==> config.mk <==
export PLATFORM = sky130hd
export DESIGN_NAME = systolic_tile_ctrl
export DESIGN_NICKNAME = d
export VERILOG_FILES = /design/src/rtl/systolic_tile_ctrl.sv
export SDC_FILE = /design/constraint.sdc
export NUM_CORES = 1
export LEC_CHECK = 0
export ABC_AREA = 1
export CORE_ASPECT_RATIO = 1.2
export CORE_MARGIN = 3
export CORE_UTILIZATION = 30
export DETAILED_ROUTE_END_ITERATION = 7
export MAX_ROUTING_LAYER = met4
export PLACE_DENSITY_LB_ADDON = 0.05
export SLEW_MARGIN = 20
export SYNTH_ARGS = -nofsm -noshare
export SYNTH_HDL_FRONTEND = slang
export SYNTH_SLANG_ARGS = --single-unit
==> constraint.sdc <==
create_clock -name clk -period 2.4 [get_ports clk]
set_input_delay 0.24 -clock clk [delete_from_list [all_inputs] [get_ports clk]]
set_output_delay 0.24 -clock clk [all_outputs]
set_load 0.03 [all_outputs]
==> src/rtl/systolic_tile_ctrl.sv <==
// Tile sequencer for an N1xN2 output-stationary systolic array: skewed A/B read addresses and per-PE init pulses.
// Optional performance counters are built when SYSTOLIC_CTRL_PERF_EN is defined.
module systolic_tile_ctrl #(
  parameter int N1           = 4,
  parameter int N2           = 4,
  parameter int MATRIXSIZE_W = 16,
  parameter int ADDR_W_A     = 12,
  parameter int ADDR_W_B     = 12
) (
  input  logic                    clk,
  input  logic                    rst_n,
  input  logic                    start,
  input  logic [MATRIXSIZE_W-1:0] cfg_m2,
  input  logic [MATRIXSIZE_W-1:0] cfg_m1dn1,
  input  logic [MATRIXSIZE_W-1:0] cfg_m3dn2,
  input  logic [ADDR_W_A-1:0]     cfg_base_a,
  input  logic [ADDR_W_B-1:0]     cfg_base_b,
  input  logic                    stall,
  output logic                    busy,
  output logic                    done,
  output logic                    rd_en,
  output logic [ADDR_W_A-1:0]     rd_addr_A,
  output logic [ADDR_W_B-1:0]     rd_addr_B,
  output logic [N1*N2-1:0]        init,
  output logic [MATRIXSIZE_W-1:0] tile_r,
  output logic [MATRIXSIZE_W-1:0] tile_c,
  output logic [31:0]             perf_cycles,
  output logic [31:0]             perf_stalls
);
  localparam int MK = N1 + N2;
  localparam logic [1:0] S_IDLE  = 2'd0;
  localparam logic [1:0] S_RUN   = 2'd1;
  localparam logic [1:0] S_DRAIN = 2'd2;

  logic [1:0]              state_q, state_d;
  logic                    busy_q, busy_d, done_q, done_d, rd_en_q, rd_en_d;
  logic [MATRIXSIZE_W-1:0] m2_q, m2_d, m1_q, m1_d, m3_q, m3_d;
  logic [MATRIXSIZE_W-1:0] k_q, k_d, c_q, c_d, r_q, r_d;
  logic [ADDR_W_A-1:0]     addr_a_q, addr_a_d, row_a_q, row_a_d;
  logic [ADDR_W_B-1:0]     addr_b_q, addr_b_d, base_b_q, base_b_d;
  logic [MK-1:0]           mark_q, mark_d;
  logic                    dims_ok, k_last, c_last, r_last;

  assign dims_ok = (cfg_m2 != '0) && (cfg_m1dn1 != '0) && (cfg_m3dn2 != '0);
  assign k_last  = (k_q == m2_q - MATRIXSIZE_W'(1));
  assign c_last  = (c_q == m3_q - MATRIXSIZE_W'(1));
  assign r_last  = (r_q == m1_q - MATRIXSIZE_W'(1));

  always_comb begin
    state_d  = state_q;
    busy_d   = busy_q;
    done_d   = 1'b0;
    rd_en_d  = rd_en_q;
    m2_d     = m2_q;
    m1_d     = m1_q;
    m3_d     = m3_q;
    k_d      = k_q;
    c_d      = c_q;
    r_d      = r_q;
    addr_a_d = addr_a_q;
    row_a_d  = row_a_q;
    addr_b_d = addr_b_q;
    base_b_d = base_b_q;
    mark_d   = mark_q;
    case (state_q)
      S_IDLE: begin
        if (start) begin
          if (dims_ok) begin
            state_d  = S_RUN;
            busy_d   = 1'b1;
            rd_en_d  = 1'b1;
            m2_d     = cfg_m2;
            m1_d     = cfg_m1dn1;
            m3_d     = cfg_m3dn2;
            k_d      = '0;
            c_d      = '0;
            r_d      = '0;
            addr_a_d = cfg_base_a;
            row_a_d  = cfg_base_a;
            addr_b_d = cfg_base_b;
            base_b_d = cfg_base_b;
            mark_d   = {mark_q[MK-2:0], 1'b1};
          end else begin
            done_d = 1'b1;
          end
        end
      end
      S_RUN: begin
        if (!stall) begin
          mark_d = {mark_q[MK-2:0], 1'b0};
          if (!k_last) begin
            k_d      = k_q + MATRIXSIZE_W'(1);
            addr_a_d = addr_a_q + ADDR_W_A'(1);
            addr_b_d = addr_b_q + ADDR_W_B'(1);
          end else begin
            // Tile boundary: next issue starts a tile, or the flush marker enters on the last one.
            k_d       = '0;
            mark_d[0] = 1'b1;
            if (!c_last) begin
              c_d      = c_q + MATRIXSIZE_W'(1);
              addr_a_d = row_a_q;
              addr_b_d = addr_b_q + ADDR_W_B'(1);
            end else if (!r_last) begin
              c_d      = '0;
              r_d      = r_q + MATRIXSIZE_W'(1);
              addr_a_d = addr_a_q + ADDR_W_A'(1);
              row_a_d  = addr_a_q + ADDR_W_A'(1);
              addr_b_d = base_b_q;
            end else begin
              state_d = S_DRAIN;
              rd_en_d = 1'b0;
            end
          end
        end
      end
      S_DRAIN: begin
        if (!stall) begin
          mark_d = {mark_q[MK-2:0], 1'b0};
          // Only the flush marker at the far PE remains.
          if (mark_q[MK-2:0] == '0) begin
            state_d = S_IDLE;
            busy_d  = 1'b0;
            done_d  = 1'b1;
          end
        end
      end
      default: begin
        state_d = S_IDLE;
        busy_d  = 1'b0;
        rd_en_d = 1'b0;
      end
    endcase
  end

  always_ff @(posedge clk or negedge rst_n) begin
    if (!rst_n) begin
      state_q  <= S_IDLE;
      busy_q   <= 1'b0;
      done_q   <= 1'b0;
      rd_en_q  <= 1'b0;
      m2_q     <= '0;
      m1_q     <= '0;
      m3_q     <= '0;
      k_q      <= '0;
      c_q      <= '0;
      r_q      <= '0;
      addr_a_q <= '0;
      row_a_q  <= '0;
      addr_b_q <= '0;
      base_b_q <= '0;
      mark_q   <= '0;
    end else begin
      state_q  <= state_d;
      busy_q   <= busy_d;
      done_q   <= done_d;
      rd_en_q  <= rd_en_d;
      m2_q     <= m2_d;
      m1_q     <= m1_d;
      m3_q     <= m3_d;
      k_q      <= k_d;
      c_q      <= c_d;
      r_q      <= r_d;
      addr_a_q <= addr_a_d;
      row_a_q  <= row_a_d;
      addr_b_q <= addr_b_d;
      base_b_q <= base_b_d;
      mark_q   <= mark_d;
    end
  end

  assign busy      = busy_q;
  assign done      = done_q;
  assign rd_en     = rd_en_q;
  assign rd_addr_A = addr_a_q;
  assign rd_addr_B = addr_b_q;
  assign tile_r    = r_q;
  assign tile_c    = c_q;

  for (genvar i = 0; i < N1; i++) begin : g_row
    for (genvar j = 0; j < N2; j++) begin : g_col
      assign init[i*N2+j] = mark_q[1+i+j];
    end
  end

`ifdef SYSTOLIC_CTRL_PERF_EN
  logic [31:0] pcyc_q, pstl_q;
  always_ff @(posedge clk or negedge rst_n) begin
    if (!rst_n) begin
      pcyc_q <= '0;
      pstl_q <= '0;
    end else if (state_q == S_IDLE && start && dims_ok) begin
      pcyc_q <= '0;
      pstl_q <= '0;
    end else if (busy_q) begin
      if (pcyc_q != '1) pcyc_q <= pcyc_q + 32'd1;
      if (stall && pstl_q != '1) pstl_q <= pstl_q + 32'd1;
    end
  end
  assign perf_cycles = pcyc_q;
  assign perf_stalls = pstl_q;
`else
  assign perf_cycles = '0;
  assign perf_stalls = '0;
`endif
endmodule

Yosys cells after proc, flatten, opt, wreduce, memory -nomap -nowiden
Index checks and enable logic that the tools add are counted.
Widths: inputs -> output; s select.
{"block": "classes", "muxes": 63, "add_sub_neg": 8, "bitwise": 2, "eq_ne": 16, "n_reduce_logical": 18}
{"operator": "$mux 16", "count": 12}
{"operator": "$mux 12", "count": 15}
{"operator": "$pmux 16 s2", "count": 3}
{"operator": "$pmux 12 s2", "count": 3}
{"operator": "$add 16x1->16 const B", "count": 3}
{"operator": "$eq 16x16->1", "count": 3}
{"operator": "$reduce_bool 16->1", "count": 3}
{"operator": "$sub 16x1->16 const B", "count": 3}
{"operator": "$mux 8", "count": 4}
{"operator": "$add 12x1->12 const B", "count": 2}
{"operator": "$pmux 8 s3", "count": 1}
{"operator": "$ne 2x2->1 const B", "count": 9}
{"operator": "$mux 2", "count": 8}
{"operator": "$reduce_and 5->1", "count": 3}
{"operator": "$reduce_and 7->1", "count": 2}
{"operator": "$mux 1", "count": 13}
{"operator": "$reduce_and 8->1", "count": 1}
{"operator": "$logic_not 7->1", "count": 1}
{"operator": "$pmux 1 s3", "count": 2}
{"operator": "$pmux 2 s3", "count": 1}
{"operator": "$reduce_and 6->1", "count": 1}
{"operator": "$ne 4x4->1 const B", "count": 1}
{"operator": "$reduce_and 4->1", "count": 1}
{"operator": "$ne 3x3->1 const B", "count": 1}
{"operator": "9 further kinds", "count": 11}
{"block": "word_totals", "register_bits": 157, "elab_cells": 122, "input_bits": 76, "out_inout_bits": 139}

Depth between registers and ports, before layout
{"block": "logic_depth", "word_depth": 7, "depth_mapped": 20, "depth_no_buf": 19}

Worst setup path before layout
No wires, ideal clock.
{"block": "synth_timing", "path_type": "register to register", "from": "register m1_q[0]", "to": "register r_q[0], in the netlist tile_r[0]", "setup_time_ns": 0.119, "required_ns": 2.281, "slack_ns": 0.154, "period_less_slack_ns": 2.246, "t_arrival_ns": 2.127, "path_stages_with_launch": 16, "path_cell_list": "dfrtp_1 > inv_2 > ha_1 > nand3_2 > nor2_2 > nand2_1 > xor2_1 > nand3_2 > nor2_4 > nand4_4 > nand2_4 > inv_4 > buf_6 > buf_6 > nand3_1 > nand2_1"}
{"block": "synth_between", "elab_chain_cells": 4}
{"item": "from (decl)", "line": "37", "rtl": "logic [MATRIXSIZE_W-1:0] m2_q, m2_d, m1_q, m1_d, m3_q, m3_d;"}
{"item": "from (signal assigned)", "line": "158", "rtl": "m1_q <= m1_d;"}
{"item": "$sub 16x1->16", "line": "47", "rtl": "assign r_last = (r_q == m1_q - MATRIXSIZE_W'(1));"}
{"item": "$eq 16x16->1", "line": "47"}
{"item": "$ne 2x2->1 (no source line)"}
{"item": "$reduce_and 7->1 (no source line)"}
{"item": "to (signal assigned)", "line": "162", "rtl": "r_q <= r_d;"}
{"item": "to (decl)", "line": "38", "rtl": "logic [MATRIXSIZE_W-1:0] k_q, k_d, c_q, c_d, r_q, r_d;"}
Every way passes these cells.
A chain may end at the register's enable or synchronous reset.

Worst setup path in the final report
{"block": "layout_timing", "from": "register m3_q[1]", "to": "register r_q[3], in the netlist tile_r[3]"}
{"block": "layout_between", "elab_chain_cells": 4}
{"item": "from (decl)", "line": "37"}
{"item": "from (signal assigned)", "line": "159", "rtl": "m3_q <= m3_d;"}
{"item": "$sub 16x1->16", "line": "46", "rtl": "assign c_last = (c_q == m3_q - MATRIXSIZE_W'(1));"}
{"item": "$eq 16x16->1", "line": "46"}
{"item": "$ne 2x2->1 (no source line)"}
{"item": "$reduce_and 7->1 (no source line)"}
Every way passes these cells.

==> metrics.txt <==
P_int=between 5 and 6 mW; fmax=417 MHz; total track usage=19.0%; CTS sink cnt=approximately 160; vias in the first global route=11500; CTS tree=built; die width=between 150 and 200 um; RSZ-0062 raised after global routing=true; failing checks=setup timing; Die ar.=0.0413 mm2; H-tree depth=4; flops & latches, synth=157; wirelength, routed=37.6 mm; CP max FO=7; crit share post-route=100%; clk_skew=0.0111 ns; Cells after Synth=1688; Post-DRT Antenna Nets=0; pre-CTS setup slack=-0.286 ns; Core Util, Final=42.1%; WP data arrival=between 2 and 3 ns; Worst Max-Slew Pin Slew=about 0.77 ns; I/O Buffers=150; Psw=2.76 mW; vias per cell=4.59; Worst-Skew Late Latency=0.45 ns; clk root buf=clkbuf_16; Final Hold Vio Count=0; complex-gate fraction of the synthesized area=4.76%; sequential area share after synthesis=33.7%; switching share of power=~33%; clock slew at reported path FFs=0.07 ns; Design Area, Final=0.0160 mm2; routed len/inst=15.2 um; post-synthesis xor/xnor area fraction=8.18%; Worst setup SP type=register; setup tns final=-0.000478 ns; first-pass GRT wire length=60.7 mm; RePlAce Congestion=0.845; sequential cell fraction of total power=37.0%; largest net degree at the start of global routing=66; minimum clock period=2.40 ns; Pleak=approximately 7.7 nW; CTS Buf Count=17; hold crit path type=in -> async; total power=8.46 mW; fin nets=between 2000 and 2500; Simple-Gate Fraction of Synth Area=approximately 39%; DRC Markers=0; Top FF cell, synth=dfrtp_1; CTS max path bufs=2; via count=roughly 11000; Yosys cell types=44; EDFF count, synth=0; pwr/cell area=529 mW/mm2; main combinational cell family by area after synthesis=simple AND/OR/NAND/NOR gates; Clk pwr share=36.3%; initial antenna violation count=1; syn_area_per_cell=6.90 um2; Comb pwr share=26.6%; Die Ht=222 um; ratio of cells with drive above 1 in the final layout=between 20 and 25%; status=complete, but fails checks; starting density of the core=30.6%; Initial DRT Pass Iterations=5; Synth async-reset ratio=100%; Post-Syn Area=0.0117 mm2; Final HPWL DP=27.6 mm; Slew headroom=roughly half; fin. max-slew vios=0; Worst EP required=2.74 ns; Setup WS post-layout=-0.000478 ns; synth-to-layout area growth=37.4%; Final Setup Violations=1; adder-cell share of the synthesized area=0.859%; maximum vdd drop=0.000481 V; First DRT Iteration DRCs=519; core area=0.0381 mm2; CP Class=reg -> reg; Critical Path End Type=register; multiplexer share of the synthesized area=0%; std cell rows=78; YS warnings=0; max cap viols=0; Post-DP Area=0.0145 mm2; grt total ovfl=0; IO Pins=215
-- worst paths after layout --
check / startpoint / slack (ns) / depth (start not counted) / endpoint
max in group asynchronous: rst_n / 1.28 / 3 / tile_r[15]
max: m3_q[1] / -0.0005 / 18 / tile_r[3]
min: rst_n / 0.36 / 2 / tile_c[12]
max reg2reg: m3_q[1] / -0.0005 / 18 / tile_r[3]
min in group clk: cfg_base_b[0] / 0.37 / 3 / base_b_q[0]
min reg2reg: rd_en / 0.47 / 2 / rd_en
-- power by group through the flow --
stage	clock network, mW	registers, mW	logic (mW)
after floorplan	0	3.28	1.20
after global placement	0	3.18	2.11
after detailed placement	0	3.17	2.11
after CTS	3.19	3.13	2.19
after global routing	3.28	3.17	2.52
final	3.08	3.14	2.25
-- registers in the layout, summed over array words and instances (netlist names), 8 cells and up --
register / flops
row_a_q: 12
mark_q: 8
tile_r: 16
m2_q: 16
rd_addr_B: 12
tile_c: 16
m3_q: 16
rd_addr_A: 12
k_q: 16
base_b_q: 12
m1_q: 16
-- cell type report --
type | count | area (um2)
Sequential cell | 157 | 3930
Clock inverter | 10 | 189
Antenna cell | 1 | 2.50
Multi-Input combinational cell | 1291 | 6910
Fill cell | 4013 | 22100
Clock buffer | 21 | 450
Tap cell | 480 | 601
Inverter | 170 | 641
Timing Repair Buffer | 339 | 3280
-- cell families after synthesis --
group | Yosys count
buffers and inverters | 306
DFF | 157
and+or+nand+nor | 1001
AOI/OAI and AO/OA | 107
other | 1
xor gates and xnor gates | 108
adders and majority gates | 8
-- cells in the final DEF (no fill, tap or decap), types with 3 or more instances in the layout --
cell type / synthesis / routed
xor2_2: 1 / 10
and3_1: 3 / 3
nand3_1: 184 / 170
buf_12: 0 / 22
buf_4: 87 / 152
nor4_1: 7 / 7
o21ai_0: 45 / 44
conb_1: 1 / 64
nand3_2: 10 / 21
clkbuf_16: 0 / 18
nand2_4: 4 / 8
clkbuf_1: 11 / 3
clkinv_4: 0 / 3
a21oi_1: 12 / 12
inv_2: 11 / 18
ha_1: 8 / 5
inv_1: 158 / 151
nor2_1: 137 / 116
clkdlybuf4s50_1: 0 / 149
dfrtp_1: 157 / 155
xor2_1: 81 / 72
nand4_1: 26 / 26
bufinv_16: 0 / 5
nand3b_1: 10 / 10
o21ai_1: 43 / 42
nor2_2: 11 / 25
o21ai_2: 2 / 4
nor3_1: 39 / 37
nand2_8: 2 / 8
xnor2_1: 26 / 26
nand2_2: 11 / 65
nor2_4: 10 / 17
nand3_4: 1 / 4
buf_6: 13 / 13
nand2_1: 538 / 477
-- metal layers --
metal | part of all wire [%] | vias to the layer above | track usage (%) | wire [um]
li1 | - | 5761 | - | -
met5 | 0 | - | - | 0
met3 | 3.3 | 35 | 2.51 | 1240
met1 | 45 | 5306 | 23.7 | 17000
met4 | 1.9 | 0 | 5.67 | 712
met2 | 50 | 232 | 32.0 | 18600
-- critical path, cell delays in order, from the launching register on --
cell and delay (ns):
dfrtp_1 0.40, inv_2 0.09, ha_4 0.17, nand2_4 0.08, buf_6 0.13, nor2_4 0.13
nand2_1 0.08, nand2_2 0.10, buf_6 0.10, nand3_2 0.05, nor2_2 0.12, nand3_2 0.10
nor2_4 0.16, nand2_4 0.10, nand2_8 0.12, buf_12 0.14, nand2_8 0.10, nand2_2 0.08
nand2_1 0.05
-- Yosys cell counts, drive strengths merged (2+ instances only) --
| library cell | number | area [um2] |
|---|---|---|
| a21oi | 12 | 60.1 |
| and2 | 2 | 12.5 |
| and3 | 3 | 18.8 |
| buf | 124 | 928 |
| clkbuf | 12 | 46.3 |
| dfrtp | 157 | 3930 |
| ha | 8 | 100 |
| inv | 170 | 641 |
| nand2 | 555 | 2170 |
| nand3 | 195 | 1040 |
| nand3b | 10 | 75.1 |
| nand4 | 27 | 184 |
| nor2 | 160 | 736 |
| nor3 | 39 | 195 |
| nor4 | 7 | 43.8 |
| o21ai | 90 | 458 |
| o31ai | 2 | 15.0 |
| or2 | 2 | 12.5 |
| xnor2 | 26 | 228 |
| xor2 | 82 | 726 |
-- stage by stage --
step	instances	hold slack, ns
after floorplan	1751	-0.0556
after global placement	2408	0.300
after detailed placement	2408	0.304
after CTS	2457	0.334
after global routing	2469	0.359
final	2469	0.362
-- repair_timing --
| item | CTS | global route |
|---|---|---|
| setup endpoints to repair | 71 | 91 |
| hold buffers | 1 | 0 |
| gates cloned | 5 | 2 |
| hold endpoints to repair | 59 | 0 |
| pin swaps | 44 | 29 |
| gates resized for setup | 75 | 84 |
| setup buffers | 12 | 10 |
Power figures use the tool's default switching activity.
